`src/rtl/ycbcr_pkg.sv`:
```
// Shared constants for the RGB -> YCbCr stream converter.
//
// Holds the real-valued conversion coefficients and offsets for both
// colour ranges, the mode and channel enums, and constant functions that
// turn them into fixed-point values for a given number of fractional bits.
package ycbcr_pkg;

  typedef enum logic {
    FULL_RANGE   = 1'b0,  // JPEG full range
    STUDIO_RANGE = 1'b1   // BT.601 studio range
  } ycbcr_mode_e;

  typedef enum logic [1:0] {
    CH_Y  = 2'd0,
    CH_CB = 2'd1,
    CH_CR = 2'd2
  } ycbcr_chan_e;

  // Full range (JPEG) coefficients, ordered R, G, B.
  localparam real Y_FULL_R  =  0.299;
  localparam real Y_FULL_G  =  0.587;
  localparam real Y_FULL_B  =  0.114;
  localparam real CB_FULL_R = -0.168736;
  localparam real CB_FULL_G = -0.331264;
  localparam real CB_FULL_B =  0.5;
  localparam real CR_FULL_R =  0.5;
  localparam real CR_FULL_G = -0.418688;
  localparam real CR_FULL_B = -0.081312;

  // Studio range (BT.601) coefficients, ordered R, G, B.
  localparam real Y_STUDIO_R  =  0.256788;
  localparam real Y_STUDIO_G  =  0.504129;
  localparam real Y_STUDIO_B  =  0.097906;
  localparam real CB_STUDIO_R = -0.148223;
  localparam real CB_STUDIO_G = -0.290993;
  localparam real CB_STUDIO_B =  0.439216;
  localparam real CR_STUDIO_R =  0.439216;
  localparam real CR_STUDIO_G = -0.367788;
  localparam real CR_STUDIO_B = -0.071427;

  // Integer offsets, applied shifted up by the fractional bit count.
  localparam int Y_FULL_OFFSET   = 0;
  localparam int Y_STUDIO_OFFSET = 16;
  localparam int CHROMA_OFFSET   = 128;

  function automatic real coef_real(input ycbcr_mode_e mode, input ycbcr_chan_e chan,
                                    input int tap);
    real c;
    c = 0.0;
    if (mode == FULL_RANGE) begin
      case (chan)
        CH_Y:    c = (tap == 0) ? Y_FULL_R  : (tap == 1) ? Y_FULL_G  : Y_FULL_B;
        CH_CB:   c = (tap == 0) ? CB_FULL_R : (tap == 1) ? CB_FULL_G : CB_FULL_B;
        default: c = (tap == 0) ? CR_FULL_R : (tap == 1) ? CR_FULL_G : CR_FULL_B;
      endcase
    end else begin
      case (chan)
        CH_Y:    c = (tap == 0) ? Y_STUDIO_R  : (tap == 1) ? Y_STUDIO_G  : Y_STUDIO_B;
        CH_CB:   c = (tap == 0) ? CB_STUDIO_R : (tap == 1) ? CB_STUDIO_G : CB_STUDIO_B;
        default: c = (tap == 0) ? CR_STUDIO_R : (tap == 1) ? CR_STUDIO_G : CR_STUDIO_B;
      endcase
    end
    return c;
  endfunction

  // round(c * 2^scale); the real-to-integer cast rounds to nearest.
  function automatic longint coef_fixed(input ycbcr_mode_e mode, input ycbcr_chan_e chan,
                                        input int tap, input int scale);
    real f;
    f = 1.0;
    for (int i = 0; i < scale; i++) f = f * 2.0;
    return longint'(coef_real(mode, chan, tap) * f);
  endfunction

  function automatic longint offset_fixed(input ycbcr_mode_e mode, input ycbcr_chan_e chan,
                                          input int scale);
    int off;
    if (chan == CH_Y) off = (mode == FULL_RANGE) ? Y_FULL_OFFSET : Y_STUDIO_OFFSET;
    else              off = CHROMA_OFFSET;
    return longint'(off) << scale;
  endfunction

endpackage

```
`src/rtl/ycbcr_stream_converter_mac.sv`:
```
// One output channel of the RGB -> YCbCr converter.
//
// Three pipeline stages, each loaded by its own enable from the top-level
// flow control:
//   p0: three signed coefficient products (coefficients picked by mode_in)
//   p1: signed sum of the products
//   p2: offset added (picked by mode_p1), saturated, registered as result
//
// Ports:
//   clk, rst_n          clock, asynchronous active-low reset (result only)
//   en_p0/en_p1/en_p2   stage load enables
//   mode_in             range mode of the pixel entering p0
//   mode_p1             range mode of the pixel held in p1
//   r_in, g_in, b_in    unsigned colour components
//   res_out             unsigned fixed-point result, SCALE fractional bits
module ycbcr_coef_mac
  import ycbcr_pkg::*;
#(
  parameter ycbcr_chan_e CHAN               = CH_Y,
  parameter int          SCALE              = 16,
  parameter int          FIXED_POINT_LENGTH = 32,
  parameter int          INPUT_WIDTH        = 8
) (
  input  logic                          clk,
  input  logic                          rst_n,
  input  logic                          en_p0,
  input  logic                          en_p1,
  input  logic                          en_p2,
  input  logic                          mode_in,
  input  logic                          mode_p1,
  input  logic [INPUT_WIDTH-1:0]        r_in,
  input  logic [INPUT_WIDTH-1:0]        g_in,
  input  logic [INPUT_WIDTH-1:0]        b_in,
  output logic [FIXED_POINT_LENGTH-1:0] res_out
);

  // Coefficients are below 1.0 in magnitude, so SCALE+2 signed bits suffice.
  localparam int COEF_W = SCALE + 2;
  localparam int PROD_W = INPUT_WIDTH + 1 + COEF_W;
  localparam int SUM_W  = PROD_W + 2;
  localparam int OFF_W  = SCALE + INPUT_WIDTH + 2;
  localparam int ACC_W  = ((SUM_W > OFF_W) ? SUM_W : OFF_W) + 1;

  localparam logic signed [COEF_W-1:0] KF_R = COEF_W'(coef_fixed(FULL_RANGE,   CHAN, 0, SCALE));
  localparam logic signed [COEF_W-1:0] KF_G = COEF_W'(coef_fixed(FULL_RANGE,   CHAN, 1, SCALE));
  localparam logic signed [COEF_W-1:0] KF_B = COEF_W'(coef_fixed(FULL_RANGE,   CHAN, 2, SCALE));
  localparam logic signed [COEF_W-1:0] KS_R = COEF_W'(coef_fixed(STUDIO_RANGE, CHAN, 0, SCALE));
  localparam logic signed [COEF_W-1:0] KS_G = COEF_W'(coef_fixed(STUDIO_RANGE, CHAN, 1, SCALE));
  localparam logic signed [COEF_W-1:0] KS_B = COEF_W'(coef_fixed(STUDIO_RANGE, CHAN, 2, SCALE));

  localparam logic signed [ACC_W-1:0] OFF_F = ACC_W'(offset_fixed(FULL_RANGE,   CHAN, SCALE));
  localparam logic signed [ACC_W-1:0] OFF_S = ACC_W'(offset_fixed(STUDIO_RANGE, CHAN, SCALE));

  localparam logic signed [ACC_W-1:0] SAT_MAX =
    ACC_W'(((longint'(1) << INPUT_WIDTH) - longint'(1)) << SCALE);

  function automatic logic [FIXED_POINT_LENGTH-1:0] saturate(input logic signed [ACC_W-1:0] v);
    logic [FIXED_POINT_LENGTH-1:0] r;
    if (v < 0)            r = '0;
    else if (v > SAT_MAX) r = FIXED_POINT_LENGTH'(SAT_MAX);
    else                  r = FIXED_POINT_LENGTH'(v);
    return r;
  endfunction

  logic signed [COEF_W-1:0] k_r, k_g, k_b;
  logic signed [PROD_W-1:0] mul_r, mul_g, mul_b;
  logic signed [PROD_W-1:0] prod_r_p0, prod_g_p0, prod_b_p0;
  logic signed [SUM_W-1:0]  sum_p1;
  logic signed [ACC_W-1:0]  acc;
  logic [FIXED_POINT_LENGTH-1:0] res_p2;

  always_comb begin
    if (ycbcr_mode_e'(mode_in) == STUDIO_RANGE) begin
      k_r = KS_R;
      k_g = KS_G;
      k_b = KS_B;
    end else begin
      k_r = KF_R;
      k_g = KF_G;
      k_b = KF_B;
    end
    // Both operands widened before multiplying so the product is full width.
    mul_r = PROD_W'(signed'({1'b0, r_in})) * PROD_W'(k_r);
    mul_g = PROD_W'(signed'({1'b0, g_in})) * PROD_W'(k_g);
    mul_b = PROD_W'(signed'({1'b0, b_in})) * PROD_W'(k_b);
  end

  // ---- stage p0: products ----
  always_ff @(posedge clk) begin
    if (en_p0) begin
      prod_r_p0 <= mul_r;
      prod_g_p0 <= mul_g;
      prod_b_p0 <= mul_b;
    end
  end

  // ---- stage p1: signed sum ----
  always_ff @(posedge clk) begin
    if (en_p1) sum_p1 <= SUM_W'(prod_r_p0) + SUM_W'(prod_g_p0) + SUM_W'(prod_b_p0);
  end

  always_comb begin
    acc = ACC_W'(sum_p1) + ((ycbcr_mode_e'(mode_p1) == STUDIO_RANGE) ? OFF_S : OFF_F);
  end

  // ---- stage p2: offset, saturate, output ----
  always_ff @(posedge clk or negedge rst_n) begin
    if (!rst_n)     res_p2 <= '0;
    else if (en_p2) res_p2 <= saturate(acc);
  end

  assign res_out = res_p2;

endmodule

```
`src/rtl/ycbcr_stream_converter.sv`:
```
// Streaming RGB -> YCbCr converter with valid/ready handshakes.
//
// Three-stage pipeline, one valid bit per stage; a stage loads when it is
// empty or when its successor loads, so bubbles collapse and a stalled
// output freezes the whole pipe. Mode and user tag ride with each pixel.
//
// Ports:
//   clk, rst_n               clock, asynchronous active-low reset
//   in_valid / in_ready      input handshake
//   r_in, g_in, b_in         unsigned colour components
//   mode_in                  0 = full range, 1 = studio range (per pixel)
//   user_in                  sideband tag, passed through
//   out_valid / out_ready    output handshake
//   y_out, cb_out, cr_out    unsigned fixed point, SCALE fractional bits
//   user_out                 tag of the pixel on the outputs
module ycbcr_stream_converter
  import ycbcr_pkg::*;
#(
  parameter int SCALE              = 16,
  parameter int FIXED_POINT_LENGTH = 32,
  parameter int INPUT_WIDTH        = 8,
  parameter int USER_WIDTH         = 2
) (
  input  logic                          clk,
  input  logic                          rst_n,
  input  logic                          in_valid,
  output logic                          in_ready,
  input  logic [INPUT_WIDTH-1:0]        r_in,
  input  logic [INPUT_WIDTH-1:0]        g_in,
  input  logic [INPUT_WIDTH-1:0]        b_in,
  input  logic                          mode_in,
  input  logic [USER_WIDTH-1:0]         user_in,
  output logic                          out_valid,
  input  logic                          out_ready,
  output logic [FIXED_POINT_LENGTH-1:0] y_out,
  output logic [FIXED_POINT_LENGTH-1:0] cb_out,
  output logic [FIXED_POINT_LENGTH-1:0] cr_out,
  output logic [USER_WIDTH-1:0]         user_out
);

  logic vld_p0, vld_p1, vld_p2;
  logic adv_p0, adv_p1, adv_p2;
  logic mode_p0, mode_p1;
  logic [USER_WIDTH-1:0] user_p0, user_p1, user_p2;

  // Load enables ripple back from the output within one cycle.
  always_comb begin
    adv_p2 = !vld_p2 || out_ready;
    adv_p1 = !vld_p1 || adv_p2;
    adv_p0 = !vld_p0 || adv_p1;
  end

  assign in_ready  = adv_p0;
  assign out_valid = vld_p2;
  assign user_out  = user_p2;

  always_ff @(posedge clk or negedge rst_n) begin
    if (!rst_n) begin
      vld_p0 <= 1'b0;
      vld_p1 <= 1'b0;
      vld_p2 <= 1'b0;
    end else begin
      if (adv_p0) vld_p0 <= in_valid;
      if (adv_p1) vld_p1 <= vld_p0;
      if (adv_p2) vld_p2 <= vld_p1;
    end
  end

  // ---- stage p0 / p1: sideband data ----
  always_ff @(posedge clk) begin
    if (adv_p0) begin
      mode_p0 <= mode_in;
      user_p0 <= user_in;
    end
    if (adv_p1) begin
      mode_p1 <= mode_p0;
      user_p1 <= user_p0;
    end
  end

  // ---- stage p2: output tag, cleared by reset with the other outputs ----
  always_ff @(posedge clk or negedge rst_n) begin
    if (!rst_n)      user_p2 <= '0;
    else if (adv_p2) user_p2 <= user_p1;
  end

  ycbcr_coef_mac #(
    .CHAN(CH_Y), .SCALE(SCALE), .FIXED_POINT_LENGTH(FIXED_POINT_LENGTH),
    .INPUT_WIDTH(INPUT_WIDTH)
  ) u_mac_y (
    .clk(clk), .rst_n(rst_n), .en_p0(adv_p0), .en_p1(adv_p1), .en_p2(adv_p2),
    .mode_in(mode_in), .mode_p1(mode_p1),
    .r_in(r_in), .g_in(g_in), .b_in(b_in), .res_out(y_out)
  );

  ycbcr_coef_mac #(
    .CHAN(CH_CB), .SCALE(SCALE), .FIXED_POINT_LENGTH(FIXED_POINT_LENGTH),
    .INPUT_WIDTH(INPUT_WIDTH)
  ) u_mac_cb (
    .clk(clk), .rst_n(rst_n), .en_p0(adv_p0), .en_p1(adv_p1), .en_p2(adv_p2),
    .mode_in(mode_in), .mode_p1(mode_p1),
    .r_in(r_in), .g_in(g_in), .b_in(b_in), .res_out(cb_out)
  );

  ycbcr_coef_mac #(
    .CHAN(CH_CR), .SCALE(SCALE), .FIXED_POINT_LENGTH(FIXED_POINT_LENGTH),
    .INPUT_WIDTH(INPUT_WIDTH)
  ) u_mac_cr (
    .clk(clk), .rst_n(rst_n), .en_p0(adv_p0), .en_p1(adv_p1), .en_p2(adv_p2),
    .mode_in(mode_in), .mode_p1(mode_p1),
    .r_in(r_in), .g_in(g_in), .b_in(b_in), .res_out(cr_out)
  );

endmodule

```
`config.mk`:
```
export PLATFORM = sky130hd
export DESIGN_NAME = ycbcr_stream_converter
export DESIGN_NICKNAME = d
export VERILOG_FILES = /design/src/rtl/ycbcr_pkg.sv /design/src/rtl/ycbcr_stream_converter_mac.sv /design/src/rtl/ycbcr_stream_converter.sv
export SDC_FILE = /design/constraint.sdc
export NUM_CORES = 2
export LEC_CHECK = 0
export BUFFER_PORTS_ARGS = -buffer_cell sky130_fd_sc_hd__buf_2
export CORE_MARGIN = 2
export CORE_UTILIZATION = 57
export CTS_CLUSTER_DIAMETER = 100
export DETAILED_ROUTE_END_ITERATION = 7
export GPL_ROUTABILITY_DRIVEN = 0
export PLACE_DENSITY = 0.74
export SYNTH_ARGS = -nofsm -noshare
export SYNTH_HDL_FRONTEND = slang
export SYNTH_HIERARCHICAL = 1
export SYNTH_SLANG_ARGS = --single-unit
```
`constraint.sdc`:
```
create_clock -name clk -period 8.65 [get_ports clk]
set_input_delay 0.4325 -clock clk [delete_from_list [all_inputs] [get_ports clk]]
set_output_delay 0.4325 -clock clk [all_outputs]
set_load 0.03 [all_outputs]
```
== Word level (Yosys, flattened, before mapping) ==
Index checks and enable logic that the tools add are counted.
Storage, ports and cells
  input bits: 31
  output and inout bits: 100
  logic and storage cells: 68
  register bits after elaboration: 414
Cells by class
  multiply operators: 9
  reduce and logical (&&, ||, !) cells: 6
  multiplexer cells: 15
  order comparisons: 6
  add/sub/neg operators: 9
Operators by type and width (count)
  two-way mux 32 bit: 6
  greater-than comparator 30 x 25 -> 1 bit (second input constant): 3
  less-than comparator 30 x 1 -> 1 bit (second input constant): 3
  multiplier 8 x 16 -> 24 bit: 3
  adder 29 x 25 -> 30 bit (second input constant): 2
  adder 27 x 25 -> 28 bit: 2
  multiplier 9 x 18 -> 27 bit: 2
  multiplier 9 x 16 -> 25 bit: 2
  adder 29 x 22 -> 30 bit: 1
  adder 28 x 22 -> 29 bit: 1
  adder 28 x 25 -> 29 bit: 1
  adder 26 x 23 -> 27 bit: 1
  adder 25 x 25 -> 26 bit: 1
  two-way mux 13 bit: 2
  two-way mux 12 bit: 2
  multiplier 9 x 14 -> 23 bit: 1
  two-way mux 11 bit: 2
  multiplier 8 x 13 -> 21 bit: 1
  two-way mux 21 bit: 1
  two-way mux 16 bit: 1
  two-way mux 14 bit: 1
  logical NOT 1 bit: 3
  logical OR 1 bit: 3

== Depth between registers and ports, before layout ==
  depth in word-level cells: 5
  gate-level depth with buffers: 21
  depth with buffers taken out: 19

== Modules after synthesis ==
The synthesis kept the hierarchy.
By module, submodules not included
  ycbcr_coef_mac at u_mac_cb: area an instance 15065.7 sq um, seq. area each 3848.7 sq um, cells an instance 1489, instances 1
  ycbcr_coef_mac at u_mac_cr: area an instance 14599.0 sq um, seq. area each 3878.7 sq um, cells an instance 1412, instances 1
  ycbcr_coef_mac at u_mac_y: area an instance 13693.1 sq um, seq. area each 3503.4 sq um, cells an instance 1371, instances 1
  ycbcr_stream_converter: area an instance 384.1 sq um, seq. area each 305.3 sq um, cells an instance 20, instances 1

== Least setup slack after synthesis ==
OpenSTA, ideal clock, no wires.
  path type: flip-flop to flip-flop
  start point: register vld_p2, in the netlist out_valid
  end point: register mode_p0 (enable)
  required time: 6.255 ns
  library setup time: 2.395 ns
  arrival time: 5.911 ns
  path buffers: 0
  cell stages (with the launch flop): 3
  clock period less this slack: 8.305 ns
  setup slack: 0.345 ns
  cell sequence: dfrtp_1 -> nor2b_4 -> nand3_1
On the way
  longest elaborated chain between the ends: 4
RTL lines
  from (decl): RTL line ycbcr_stream_converter.sv:41  | logic vld_p0, vld_p1, vld_p2;
  from (signal assigned): RTL line ycbcr_stream_converter.sv:65  | if (adv_p2) vld_p2 <= vld_p1;
  logical NOT 1 bit: RTL line ycbcr_stream_converter.sv:48  | adv_p2 = !vld_p2 || out_ready;
  logical OR 1 bit: RTL line ycbcr_stream_converter.sv:48
  logical OR 1 bit: RTL line ycbcr_stream_converter.sv:49  | adv_p1 = !vld_p1 || adv_p2;
  logical OR 1 bit: RTL line ycbcr_stream_converter.sv:50  | adv_p0 = !vld_p0 || adv_p1;
  named net in_ready: RTL line ycbcr_stream_converter.sv:27  | output logic in_ready,
  to (signal assigned): RTL line ycbcr_stream_converter.sv:72  | mode_p0 <= mode_in;
  to (decl): RTL line ycbcr_stream_converter.sv:43  | logic mode_p0, mode_p1;
The timed path passes the listed nets, and every way through them passes these cells.
A chain may end at the register's enable or synchronous reset.

== Worst setup path after layout ==
  start point: input port mode_in
  end point: register, netlist name u_mac_cr/prod_b_p0[24]
On the way
  longest elaborated chain between the ends: 2
RTL lines
  from (decl): RTL line ycbcr_stream_converter.sv:31  | input logic mode_in,
  two-way mux 11 bit: RTL line ycbcr_stream_converter_mac.sv:73  | if (ycbcr_mode_e'(mode_in) == STUDIO_RANGE) begin
  multiplier 9 x 14 -> 23 bit: RTL line ycbcr_stream_converter_mac.sv:85  | mul_b = PROD_W'(signed'({1'b0, b_in})) * PROD_W'(k_b);
  named net u_mac_cr.mul_b[24]: RTL line ycbcr_stream_converter_mac.sv:66  | logic signed [PROD_W-1:0] mul_r, mul_g, mul_b;
The timed path passes the listed nets, and every way through them passes these cells.

==> results <==
- The flow ran to the end, and the final reports show no timing, DRC or antenna violations.
- For this configuration, the core starts out at a cell density of 57.59%.
- Summing over every cut layer, the via total after detailed routing is 29790.
- Dividing the detail-routed wire length by the instance count gives 17.52 microns.
- The first global-routing pass estimated 156500 microns of wire.
- After the last flow step, the layout net total stands at 5571.
- Summed over all instances, the cell type with the most area after synthesis is sky130_fd_sc_hd__edfxtp_1.
- Once detailed placement completed, the half-perimeter wirelength came to 76860 microns.
- The placement row count is 101.
- The CTS sink count is 399.
- The number of enable-type register cells in the synthesized netlist is 310.
- The final count of hold timing violations came to 0.
- Setup violations remaining at the end of the flow were counted as 0.
- By instance count, the leading cell after synthesis is sky130_fd_sc_hd__inv_1.
- TritonCTS built the clock tree.
- Sequential cells were found to cover 26.37% of the synthesized design area.
- The path class of the tightest hold or removal check is input port to flop.
- The root buffer cell chosen for the clock tree is sky130_fd_sc_hd__clkbuf_16.
- The number of antenna violations at the first check in global routing came to 5.
- Summed over all failing endpoints, the final setup total negative slack is 0 ps.
- For this run, the top clock speed supported by timing is 179.4 MHz.
- For the worst setup path, the data required time is 9010 ps.
- In the synthesized netlist, the cells that appear most often are 973 x sky130_fd_sc_hd__inv_1, 659 x sky130_fd_sc_hd__ha_1, 456 x sky130_fd_sc_hd__fa_1.
- Data on the critical path arrives at its endpoint at 5940 ps.
- The number of synthesized register bits is 399.
- The final critical delay including setup and external delays is 5574 ps.
- In the post-synthesis netlist, the biggest area contributors are sky130_fd_sc_hd__edfxtp_1 21%, sky130_fd_sc_hd__fa_1 21%, sky130_fd_sc_hd__ha_1 19%, sky130_fd_sc_hd__inv_1 8.3%, sky130_fd_sc_hd__dfrtp_1 5.1%.
- Entering global routing, the biggest net connects 83 pins.
- At the pin with the least slew margin, the transition time is 1106 ps.
- Input and output buffers added on the ports amount to 118.
- The maximum fanout encountered on the critical timing path is 80.
- The critical path is of the input port to flop type.
- After global routing the overflow that remains totals 0.
- The number of filler instances in the final layout is 6138.
- The total core area is 75950 sq um.
- Among all flip-flop cells after synthesis, the most frequent one is sky130_fd_sc_hd__edfxtp_1.
- The total routed wirelength is 96230 microns.
- In this run, the number of DRC markers left after iteration 0 of detailed routing was 1865.
- The Yosys step of the flow raised 6 warnings.
- The area growth from synthesis to final layout is 7.677%.
- The kind of end point of the critical path is a flop.
- In this run the deepest clock path goes through 3 buffers.
- The chip height is 281.0 microns.
- Max-cap violations in this run came to 0.
- The cell occurring most often along the worst timing path is sky130_fd_sc_hd__fa_1.
- In the final layout, flip-flops and latches occupy 11540 sq um.
- The count of cells resized by post-cts repair is 0.
- The delay of the slowest cell on the worst path is 750 ps.
- The post-synthesis average cell area is 10.19 sq um.
- The overall track demand over capacity in global routing is 25.14%.
- The clock transition at the registers of the reported paths is 60 ps.
- The clock reaches the later pin of the worst-skew pair after 610 ps.
- The type of element launching the critical path is an input port.
- The number of max-slew violations in the final report is 0.
- 131 I/O pins were placed.
- After synthesis, the largest area contributor takes up 21.28% of total cell area.
- The fraction of layout cells with a size suffix above 1 is 6.250%.
- After technology mapping, the gate count stands at 4292.
- The depth of the worst register-to-register path is 4.
- Synthesis instantiated 98 different standard cells from the library.
- The cell with the largest stage delay on the worst path is sky130_fd_sc_hd__buf_4.
- After clock tree synthesis, the setup repair step added 0 buffers.
- The total standard cell area after synthesis is 43740 sq um.
- The first detailed-routing pass took 6 iterations.
- Traced cell by cell, the critical path runs through buf_4, buf_4, nor2b_1, fa_1, fa_1, fa_1, inv_1, fa_1, inv_1, ha_1, and2_1, or2_1, o41ai_2, a2111oi_1, o22ai_1, xnor2_1.
- The die is 281.0 microns wide.
- The count of nets left with antenna violations once routing finished came out at 0.
- The fraction of registers with async set/reset is 22.31%.
- The number of clock buffers added by TritonCTS is 47.
- The share of the clock period used by the worst path after layout is 64.44%.
- The CTS H-tree depth is 2.
- The max-slew headroom at the worst pin is 26.01%.
- The maximum clock skew at final layout is 37.83 ps.
- Setup repair after global routing left no endpoint under its margin.
- The via count of the first global-routing pass is 30340.
- The footprint of the multi-input gates is 28290 sq um.
- The via-per-instance ratio is 5.422.
- The number of cells on the worst hold path is 3.
- The area enclosed by the die boundary is 78970 sq um.
- 0 antenna diodes ended up in the layout.
- For this run, design rule violations remaining after detail routing come to 0.
## layout make-up
cell class                      count  share of cell area, %
Sequential cell                   399                  24.49
Timing Repair Buffer              132                  1.509
Multi-Input combinational cell   2869                  60.07
Clock inverter                     20                 0.4835
Inverter                          976                  7.778
Clock buffer                       68                  2.927
Tap cell                         1030                  2.736
## cells in the final DEF, fill, tap and decap left out, types with 39 or more instances in the layout
cell type and instances:
sky130_fd_sc_hd__edfxtp_1 310, sky130_fd_sc_hd__conb_1 51, sky130_fd_sc_hd__inv_1 973, sky130_fd_sc_hd__a21oi_1 199
sky130_fd_sc_hd__xnor2_1 138, sky130_fd_sc_hd__nand2_1 195, sky130_fd_sc_hd__a211oi_1 40, sky130_fd_sc_hd__dfrtp_1 89
sky130_fd_sc_hd__nor2_1 155, sky130_fd_sc_hd__nor2b_1 70, sky130_fd_sc_hd__o21ai_0 157, sky130_fd_sc_hd__a21o_1 100
sky130_fd_sc_hd__clkbuf_16 50, sky130_fd_sc_hd__buf_2 116, sky130_fd_sc_hd__nand2b_1 49, sky130_fd_sc_hd__ha_1 659
sky130_fd_sc_hd__and2_1 39, sky130_fd_sc_hd__nand3_1 39, sky130_fd_sc_hd__fa_1 456, sky130_fd_sc_hd__xor2_1 87
## state kept, by name, summed over array words and instances (netlist names), 23 cells and up
name / flops
u_mac_cb/res_out: 29
u_mac_cb/sum_p1: 29
u_mac_y/sum_p1: 25
u_mac_cr/res_out: 29
u_mac_y/prod_r_p0: 23
u_mac_cb/prod_g_p0: 27
u_mac_y/prod_g_p0: 24
u_mac_cb/prod_r_p0: 26
u_mac_cr/sum_p1: 29
u_mac_cr/prod_b_p0: 27
u_mac_y/res_out: 26
u_mac_cr/prod_g_p0: 27
u_mac_y/prod_b_p0: 23
## repair_timing
action                                  4_1_cts  5_1_grt
hold buffers                                  4        0
endpoints found under the setup margin        0        0
endpoints found under the hold margin        38        0
## layer usage
| layer | global-route usage, % | vias up | share of wire (%) |
|---|---|---|---|
| met2 | 41.86 | 690 | 47 |
| met1 | 34.31 | 14540 | 45 |
| li1 | - | 14410 | - |
| met5 | 0 | - | 0.023 |
| met3 | 2.885 | 150 | 4.5 |
| met4 | 8.337 | 4 | 3.7 |
## through the flow
stage	setup WS (ps)	utilization, %	area, sq um	hold WS [ps]	instances
finish	3076	62.02	47100	200.0	5494
CTS	3181	62.02	47100	169.8	5494
global placement	2666	59.85	45450	401.4	5402
detailed placement	2566	59.85	45450	415.8	5402
global route	2752	62.02	47100	187.3	5494
floorplan	344.9	-	43910	136.9	4337
## worst paths after layout
kind	from	to	slack [ps]
max	mode_in	u_mac_cr/prod_b_p0[24]	3080
min	out_ready	vld_p1	200
max reg2reg	out_valid	u_mac_cb/prod_r_p0[21]	5040
min reg2reg	u_mac_cb/prod_g_p0[0]	u_mac_cb/sum_p1[0]	420
max in group asynchronous	rst_n	u_mac_cr/res_out[27]	7160
min in group asynchronous	rst_n	u_mac_cb/res_out[7]	360
## critical path: cells and delay by family
| family | cells | cell delay, ps |
|---|---|---|
| AND/OR/NAND/NOR | 3 | 660 |
| adder cells (fa/ha/maj) | 5 | 2380 |
| AO/OA/AOI/OAI | 3 | 1020 |
| XOR/XNOR | 1 | 100 |
| buffers and inverters | 4 | 1250 |
## kinds of logic after synthesis
logic type	Yosys count	share of synthesized area, %
AO/OA/AOI/OAI	758	11.58
XOR/XNOR	225	4.505
adder cells (fa/ha/maj)	1115	39.72
buffers and inverters	1069	9.374
flip-flops	399	26.37
multiplexers	8	0.2117
other	6	0.05148
AND/OR/NAND/NOR	712	8.189
Power is left out: the tool's default activity adds up to more than one toggle a clock period on the data nets, which glitch-free logic cannot reach.
